### src/rtl/alu_pkg.sv
// Shared definitions for the ALU result stage: select codes, stage states
// and the per-entry record that travels with each captured result.
package alu_pkg;

  // Result-select codes, identical to the 4-to-1 result mux select.
  localparam int unsigned SEL_W_PKG = 2;
  localparam logic [SEL_W_PKG-1:0] SEL_ARITH = 2'b00;
  localparam logic [SEL_W_PKG-1:0] SEL_LOGIC = 2'b01;
  localparam logic [SEL_W_PKG-1:0] SEL_SHIFT = 2'b10;
  localparam logic [SEL_W_PKG-1:0] SEL_CMP   = 2'b11;

  // Occupancy of the 2-entry skid buffer.
  typedef enum logic [1:0] {
    ST_EMPTY = 2'd0,  // no entries
    ST_ONE   = 2'd1,  // main entry valid
    ST_FULL  = 2'd2   // main and skid entries valid
  } state_e;

  // Everything stored alongside a result. The result itself is kept in a
  // WIDTH-sized register next to this record so the datapath width stays
  // a module parameter.
  typedef struct packed {
    logic [SEL_W_PKG-1:0] sel;
    logic                 zero;
    logic                 neg;
    logic                 carry;
    logic                 ovf;
  } entry_meta_t;

  // Carry/overflow only carry meaning for adder results.
  function automatic logic is_arith(input logic [SEL_W_PKG-1:0] sel);
    return sel == SEL_ARITH;
  endfunction

endpackage

### src/rtl/alu_flag_gen.sv
// Combinational status-flag generation for a freshly selected ALU result.
// zero/neg come from the result bits; carry/ovf are passed through only for
// arithmetic results and forced low for every other select.
module alu_flag_gen
  import alu_pkg::*;
#(
  parameter int WIDTH = 32,
  parameter int SEL_W = 2
) (
  input  logic [WIDTH-1:0] result,
  input  logic [SEL_W-1:0] sel,
  input  logic             carry_raw,
  input  logic             ovf_raw,
  output logic             zero,
  output logic             neg,
  output logic             carry,
  output logic             ovf
);

  logic arith;

  // Derive flags and mask adder-only flags by the select code.
  always_comb begin
    arith = (sel == SEL_W'(SEL_ARITH));
    zero  = (result == '0);
    neg   = result[WIDTH-1];
    carry = arith & carry_raw;
    ovf   = arith & ovf_raw;
  end

endmodule

### src/rtl/alu_result_stage.sv
// Registered output stage behind the ALU result mux. Each accepted result is
// captured together with its select code and status flags into a 2-entry
// skid buffer (main + skid). The out_* ports are driven from the main entry
// only. A saturating counter tracks delivered results for debug.
//
// Handshake: a transfer happens on a rising edge where valid & ready are both
// high. in_ready is a register that is high exactly when the skid entry is
// empty, so it never depends combinationally on out_ready; upstream holds its
// data while in_ready is low. out_* hold stable while out_valid & !out_ready.
module alu_result_stage
  import alu_pkg::*;
#(
  parameter int WIDTH = 32,
  parameter int SEL_W = 2,
  parameter int CNT_W = 16
) (
  input  logic             clk,
  input  logic             rst_n,
  input  logic             in_valid,
  output logic             in_ready,
  input  logic [WIDTH-1:0] in_result,
  input  logic [SEL_W-1:0] in_sel,
  input  logic             in_carry,
  input  logic             in_ovf,
  output logic             out_valid,
  input  logic             out_ready,
  output logic [WIDTH-1:0] out_result,
  output logic [SEL_W-1:0] out_sel,
  output logic             out_zero,
  output logic             out_neg,
  output logic             out_carry,
  output logic             out_ovf,
  output logic [CNT_W-1:0] done_cnt
);

  state_e            state_q;
  logic              in_ready_q;
  logic              out_valid_q;
  logic [WIDTH-1:0]  main_result_q;
  logic [WIDTH-1:0]  skid_result_q;
  entry_meta_t       main_meta_q;
  entry_meta_t       skid_meta_q;
  entry_meta_t       new_meta;
  logic [CNT_W-1:0]  done_cnt_q;

  logic              f_zero;
  logic              f_neg;
  logic              f_carry;
  logic              f_ovf;
  logic              in_fire;
  logic              out_fire;

  // Flags are computed once, at capture time, and stored with the entry.
  alu_flag_gen #(
    .WIDTH (WIDTH),
    .SEL_W (SEL_W)
  ) u_flag_gen (
    .result    (in_result),
    .sel       (in_sel),
    .carry_raw (in_carry),
    .ovf_raw   (in_ovf),
    .zero      (f_zero),
    .neg       (f_neg),
    .carry     (f_carry),
    .ovf       (f_ovf)
  );

  // Assemble the record for an incoming result and decode the two transfers.
  always_comb begin
    new_meta       = '0;
    new_meta.sel   = SEL_W_PKG'(in_sel);
    new_meta.zero  = f_zero;
    new_meta.neg   = f_neg;
    new_meta.carry = f_carry;
    new_meta.ovf   = f_ovf;
    in_fire        = in_valid & in_ready_q;
    out_fire       = out_valid_q & out_ready;
  end

  // Skid-buffer FSM: occupancy state, registered handshakes and entry data.
  always_ff @(posedge clk or negedge rst_n) begin
    if (!rst_n) begin
      state_q       <= ST_EMPTY;
      in_ready_q    <= 1'b1;
      out_valid_q   <= 1'b0;
      main_result_q <= '0;
      main_meta_q   <= '0;
      skid_result_q <= '0;
      skid_meta_q   <= '0;
    end else begin
      case (state_q)
        ST_EMPTY: begin
          if (in_fire) begin
            main_result_q <= in_result;
            main_meta_q   <= new_meta;
            out_valid_q   <= 1'b1;
            state_q       <= ST_ONE;
          end
        end
        ST_ONE: begin
          case ({in_fire, out_fire})
            2'b10: begin
              // Downstream stalled: park the new result in the skid entry.
              skid_result_q <= in_result;
              skid_meta_q   <= new_meta;
              in_ready_q    <= 1'b0;
              state_q       <= ST_FULL;
            end
            2'b01: begin
              out_valid_q <= 1'b0;
              state_q     <= ST_EMPTY;
            end
            2'b11: begin
              // Main drains and refills in the same edge: full throughput.
              main_result_q <= in_result;
              main_meta_q   <= new_meta;
            end
            default: ;
          endcase
        end
        ST_FULL: begin
          if (out_fire) begin
            main_result_q <= skid_result_q;
            main_meta_q   <= skid_meta_q;
            in_ready_q    <= 1'b1;
            state_q       <= ST_ONE;
          end
        end
        default: begin
          // Unreachable encoding: recover to an empty buffer.
          in_ready_q  <= 1'b1;
          out_valid_q <= 1'b0;
          state_q     <= ST_EMPTY;
        end
      endcase
    end
  end

  // Saturating count of completed output transfers.
  always_ff @(posedge clk or negedge rst_n) begin
    if (!rst_n) begin
      done_cnt_q <= '0;
    end else if (out_fire && (done_cnt_q != {CNT_W{1'b1}})) begin
      done_cnt_q <= done_cnt_q + 1'b1;
    end
  end

  // Outputs come straight from registers; main entry only.
  always_comb begin
    in_ready   = in_ready_q;
    out_valid  = out_valid_q;
    out_result = main_result_q;
    out_sel    = SEL_W'(main_meta_q.sel);
    out_zero   = main_meta_q.zero;
    out_neg    = main_meta_q.neg;
    out_carry  = main_meta_q.carry;
    out_ovf    = main_meta_q.ovf;
    done_cnt   = done_cnt_q;
  end

endmodule
### config.mk
export PLATFORM = sky130hd
export DESIGN_NAME = alu_result_stage
export DESIGN_NICKNAME = d
export VERILOG_FILES = /design/src/rtl/alu_pkg.sv /design/src/rtl/alu_flag_gen.sv /design/src/rtl/alu_result_stage.sv
export SDC_FILE = /design/constraint.sdc
export NUM_CORES = 1
export LEC_CHECK = 0
export CAP_MARGIN = 15
export CORE_UTILIZATION = 40
export CTS_CLUSTER_SIZE = 14
export DETAILED_ROUTE_END_ITERATION = 8
export PLACE_DENSITY = 0.66
export SYNTH_ARGS = -nofsm -noshare
export SYNTH_HDL_FRONTEND = slang
export SYNTH_SLANG_ARGS = --single-unit
export TNS_END_PERCENT = 1
### constraint.sdc
create_clock -name clk -period 2.8 [get_ports clk]
set_clock_uncertainty 0.15 [all_clocks]
set_input_delay 0.56 -clock clk [delete_from_list [all_inputs] [get_ports clk]]
set_output_delay 0.56 -clock clk [all_outputs]
set_load 0.02 [all_outputs]
==> results of run 1 <==
[power groups by stage]
stage	registers, mW	logic [mW]	clock network [mW]
final	1.36	0.108	0.927
after detailed placement	1.38	0.110	0
after floorplan	1.38	0.00470	0
after global placement	1.38	0.109	0
after global routing	1.36	0.119	1.02
after CTS	1.36	0.111	0.955
[metal layers]
metal	routed length [microns]	part of all wire	up-vias	global-route usage
met1	4540	0.48	1654	0.254
met5	0	0	-	0
met4	112	0.012	0	0.0612
li1	-	-	1581	-
met3	463	0.049	10	0.0370
met2	4250	0.45	81	0.283
[registers in the layout (all words and copies together) (netlist names), 2 cells and up]
| name | flops |
|---|---|
| skid_meta_q | 6 |
| state_q | 2 |
| out_result | 31 |
| out_sel | 2 |
| skid_result_q | 31 |
| done_cnt | 16 |
[cell families (layout without fill, tap and decap cells)]
kind of cell,count (synthesis),in the layout
AND/OR/NAND/NOR,175,175
flip-flops,94,94
AO/OA/AOI/OAI,58,58
multiplexers,37,37
buffers and inverters,22,119
XOR/XNOR,9,9
adder cells (fa/ha/maj),1,1
[final timing paths]
| path | startpoint | to | depth (start not counted) |
|---|---|---|---|
| worst max-delay path | in_ready$_DFFE_PN1P_ | in_ready | 1 |
| worst min-delay path | rst_n | skid_result_q[2]$_DFFE_PN0P_ | 1 |
| worst max register to register | done_cnt[0]$_DFFE_PN0P_ | done_cnt[1]$_DFFE_PN0P_ | 5 |
| worst min register to register | skid_meta_q[0]$_DFFE_PN0P_ | skid_meta_q[0]$_DFFE_PN0P_ | 2 |
| max in group asynchronous | rst_n | out_result[15]$_DFFE_PN0P_ | 2 |
| min in group clk | skid_meta_q[0]$_DFFE_PN0P_ | skid_meta_q[0]$_DFFE_PN0P_ | 2 |
[stage by stage]
step	utilization	std cells
6_report	0.551	626
5_1_grt	0.551	626
4_1_cts	0.551	626
3_5_place_dp	0.530	610
3_3_place_gp	0.530	610
2_1_floorplan	-	396
[placed cells by master, fill, tap and decap left out, types with 4 or more instances in the layout]
cell type,Yosys,layout
clkdlybuf4s50_1,0,94
dfrtp_1,93,93
nand2_1,82,82
nor2_1,44,44
mux2_2,37,37
a31oi_1,37,37
clkbuf_8,0,11
nand3_1,11,10
nor4_1,8,8
nand4_1,7,7
buf_4,6,6
xnor2_1,5,5
a21oi_1,5,5
o21ai_0,5,5
and4_1,4,4
xor2_1,4,4
[cell type report]
class	instances	area [sq um]	area share
clock buffer	12	155	0.0283
clock inverter	4	55.1	0.0100
multi-input combinational	280	1710	0.311
sequential	94	2350	0.429
tap	133	166	0.0304
timing repair buffer	103	1050	0.191
==> results.ini, run 1 <==
[detailed_routing]
drc = 0
detail-route-antenna-nets = 0
vias = 3326
wl_per_cell_microns = 15.0
drtIter0Drc = 160
routed_wl_mm = 9.37
vias_per_cell = 5.31
firstDrtPassIters = 4

[synthesis]
synth_area_leaders = dfrtp_1, mux2_2, nand2_1
synth_nets = 437
synth_ff_type = dfrtp_1
yosys_warnings = 0
syn_avg_cell_area_sq_um = 10.5
synth_common_cells = dfrtp_1, nand2_1, nor2_1
synth-simple-area-share = 0.190
yosys.area.top_type = dfrtp_1
synth_xor_area_frac = 0.0189
synth_top_area_share = 0.558
synth.area.mux_share = 0.0998
synth_cell_types = 43
synth-compound-area-share = 0.0914
netlist_area_sq_mm = 0.00417
ys_ff_latch = 94
synth_edf_count = 0
synth_fa_ha_area_frac = 0.00300
async_flop_share = 1.00
yosys.cell_count.top_type = dfrtp_1
seq_area_frac_synth = 0.564
syn_inst = 396
synth_top_family_by_area = simple AND/OR/NAND/NOR gates

[placed_design]
port_buffers = 95
dp_slack_ns = 0.397
routabilityCongestion = 0.837
dp_hpwl_mm = 6.55
placed_area_sq_mm = 0.00527

[timing]
fin_ws_ns = 0.540
holdWs_ns = 0.102
worstMarginPinSlew_ns = 0.730
relSlewSlack = 0.514
report.final.slew_viol_count = 0
period_share = 0.807
max_freq_mhz = 443
setup_tns_ns = 0
finalSetupViolations = 0
period_needed_ns = 2.26
hold_violations = 0
rsz0062_at_grt = false

[critical_path]
crit_chain = clkdlybuf4s50_1
reg2reg_slack_ns = 0.86
crit_required_ns = 2.09
endpoint_kind = output port
cpPeakStageDelay_ns = 0.61
cp_num_buf_inv = 1
crit_family = buffers and inverters
critPathLaunchType = flip-flop
worstPathArrival_ns = 1.55
path_class = flip-flop to output port
path_max_fanout = 6
crit_slowest_cell = clkdlybuf4s50_1

[grt]
grt_antenna_before_repair = 0
grt-ovfl-total = 0
grt_max_degree = 58
grt_pass1_vias = 3172
grt_use_total = 0.182
grt_pass1_wl_mm = 15.8

[finish]
fillers = 879
fin_nets = 529
antenna_cells = 0
drive_above_1_share = 0.138
area_growth_pct = 31.4
final_cell_area_sq_mm = 0.00548

[power]
total_power_mw = 2.39
p_seq_frac = 0.567
power_leakage_nw = 2.34
pwr-share-comb = 0.045
p_sw_frac = 0.216
clock_power_share = 0.388
power_switching_uw = 516
intPower_mw = 1.88
p_per_area_mw_per_mm2 = 436
vdd_drop_max_uv = 194

[job]
drv_cap = 0

[floorplan]
die_y_microns = 104
core_area_sq_mm = 0.00995
die_width_microns = 104
dieArea_sq_mm = 0.0108
initial_core_util = 0.419
ios = 96
rows = 36

[clock_tree]
cts_tree = done
hold_buffers = 0
clk_pin_slew_ns = 0.09
cts_resized = 0
cts.sinks = 94
cts_made_buffers = 9
clk_latency_ns = 0.35
cts_setup_buffers = 0
h-tree-depth = 3
cts-root-buf = clkbuf_8
clockBufferDepth = 2

[status]
status = completed

[worst_hold_path]
hold_class = input port to asynchronous set/reset pin

Note: power is estimated with default switching activity, not from simulation.
==> run 2, diff against run 1 <==
--- a/config.mk
+++ b/config.mk
@@ -9,7 +9,7 @@
 export CORE_UTILIZATION = 40
 export CTS_CLUSTER_SIZE = 14
 export DETAILED_ROUTE_END_ITERATION = 8
-export PLACE_DENSITY = 0.66
+export PLACE_DENSITY = 0.69
 export SYNTH_ARGS = -nofsm -noshare
 export SYNTH_HDL_FRONTEND = slang
 export SYNTH_SLANG_ARGS = --single-unit
==> constraint.sdc (replaced) <==
create_clock -name clk -period 1.9 [get_ports clk]
set_clock_uncertainty 0.15 [all_clocks]
set_input_delay 0.38 -clock clk [delete_from_list [all_inputs] [get_ports clk]]
set_output_delay 0.38 -clock clk [all_outputs]
set_load 0.02 [all_outputs]
==> results.ini, run 2 (synthesis results as in run 1) <==
[status]
status = completed

[job]
drv_cap = 0  ; unchanged

[finish]
fin_util = 0.588  ; +0.0375
fillers = 878  ; -0.11%
antenna_cells = 0  ; unchanged
layout_commonest_cell = dfrtp_1
mostFrequentLayoutCells = dfrtp_1, nand2_1, buf_4
drive_above_1_share = 0.217  ; +0.0795
area_growth_pct = 40.3
fin_nets = 574  ; +8.5%

[detailed_routing]
drtIter0Drc = 133  ; -17%
detail-route-antenna-nets = 0  ; unchanged
vias_per_cell = 5.15  ; -3.1%
drc = 0  ; unchanged
firstDrtPassIters = 4  ; unchanged
vias = 3455  ; +3.9%
routed_wl_mm = 9.87  ; +5.3%
wl_per_cell_microns = 14.7  ; -1.8%

[critical_path]
crit_required_ns = 1.37  ; -0.72 ns
endpoint_kind = output port
path_max_fanout = 2  ; -4
crit_start = out_result[17]$_DFFE_PN0P_
crit_family = buffers and inverters
path_class = flip-flop to output port
crit_chain = clkdlybuf4s50_1
worst-path-stages = 1  ; unchanged
cp_num_buf_inv = 1  ; unchanged
worstPathArrival_ns = 1.33  ; -0.22 ns
cpPeakStageDelay_ns = 0.61  ; about the same
reg2reg_from = done_cnt[0]$_DFFE_PN0P_
critPathLaunchType = flip-flop
crit_slowest_cell = clkdlybuf4s50_1
reg2reg_depth = 5  ; unchanged

[timing]
holdWs_ns = 0.343  ; +0.242 ns
hold_violations = 0  ; unchanged
setup_tns_ns = 0  ; unchanged
finalSetupViolations = 0  ; unchanged
period_share = 0.979
max_freq_mhz = 537
rsz0062_at_grt = true
worstMarginPinSlew_ns = 0.552  ; -0.177 ns
period_needed_ns = 1.86
report.final.slew_viol_count = 0  ; unchanged
relSlewSlack = 0.632  ; +0.118

[clock_tree]
cts-root-buf = clkbuf_8
clk_pin_slew_ns = 0.09  ; about the same
cts_made_buffers = 9  ; unchanged
cts_tree = done
clockBufferDepth = 2  ; unchanged
cts_setup_buffers = 0  ; unchanged
clk_latency_ns = 0.36  ; about the same
h-tree-depth = 3  ; unchanged
cts.sinks = 94  ; unchanged

[grt]
grt_use_total = 0.194  ; +0.0123
grt_pass1_vias = 3491  ; +10%
grt-ovfl-total = 0  ; unchanged
grt_antenna_before_repair = 0  ; unchanged
grt_max_degree = 42  ; -28%
grt_pass1_wl_mm = 16.9  ; +7.4%

[floorplan]
rows = 36  ; unchanged
die_y_microns = 104  ; unchanged
die_width_microns = 104  ; unchanged
ios = 96  ; unchanged
initial_core_util = 0.419  ; unchanged
dieArea_sq_mm = 0.0108  ; unchanged
core_area_sq_mm = 0.00995  ; unchanged

[worst_hold_path]
hold_start = skid_meta_q[1]$_DFFE_PN0P_
hold_class = flip-flop to flip-flop
min_path_cells = 2

[placed_design]
dp_hpwl_mm = 7.06  ; +7.7%
routabilityCongestion = 0.897  ; +7.2%
port_buffers = 95  ; unchanged

[power]
p_per_area_mw_per_mm2 = 611  ; +40%
total_power_mw = 3.58  ; +50%
vdd_drop_max_uv = 339  ; +75%
power_leakage_nw = 3.05  ; +30%

run 2: worst paths after layout:
| check | end | slack (ns) |
|---|---|---|
| max in group asynchronous | skid_result_q[16]$_DFFE_PN0P_ | 0.63 |
| worst max-delay path | out_result[17] | 0.04 |
| min in group asynchronous | skid_result_q[2]$_DFFE_PN0P_ | 0.39 |
| worst min register to register | skid_meta_q[1]$_DFFE_PN0P_ | 0.34 |
| worst min-delay path | skid_meta_q[1]$_DFFE_PN0P_ | 0.34 |
| worst max register to register | done_cnt[1]$_DFFE_PN0P_ | 0.07 |
run 2: where the power goes:
group	switching (mW)	internal [mW]	total, mW
combinational	0.0853	0.113	0.199
clock	0.702	0.678	1.38
sequential	0	2.00	2.00
total	0.787	2.79	3.58
run 2: routing by layer:
| layer | vias to the layer above | global-route usage | share of wire |
|---|---|---|---|
| met4 | 0 | 0.0776 | 0.012 |
| met3 | 10 | 0.0426 | 0.056 |
| met2 | 85 | 0.308 | 0.47 |
| met5 | - | 0 | 0 |
| met1 | 1692 | 0.259 | 0.46 |
| li1 | 1668 | - | - |
run 2: worst reg2reg max path: cells and delay by family, from the launching register on:
kind                     cells  cell delay [ns]
AND/OR/NAND/NOR              3             0.61
adder cells (fa/ha/maj)      1             0.23
flip-flops                   1             0.40
multiplexers                 1             0.34
run 2: metrics by stage:
step	std cells	cell area [sq um]	worst slack, ns
2_1_floorplan	396	4170	0.00514
3_3_place_gp	654	5620	-0.375
3_5_place_dp	654	5620	-0.372
4_1_cts	671	5800	0.000618
5_1_grt	671	5860	-0.0182
6_report	671	5860	0.0393
run 2: what timing repair did:
action,CTS,global route
endpoints found under the setup margin,31,27
hold buffers,1,0
endpoints found under the hold margin,36,0
pin swaps,0,1
gates resized for setup,31,24
run 2: area by class of cell:
| class | count | area (sq um) | share of cell area |
|---|---|---|---|
| sequential | 94 | 2350 | 0.402 |
| multi-input combinational | 280 | 1720 | 0.293 |
| timing repair buffer | 148 | 1410 | 0.241 |
| tap | 133 | 166 | 0.0284 |
| clock buffer | 11 | 151 | 0.0259 |
| clock inverter | 5 | 57.6 | 0.00983 |
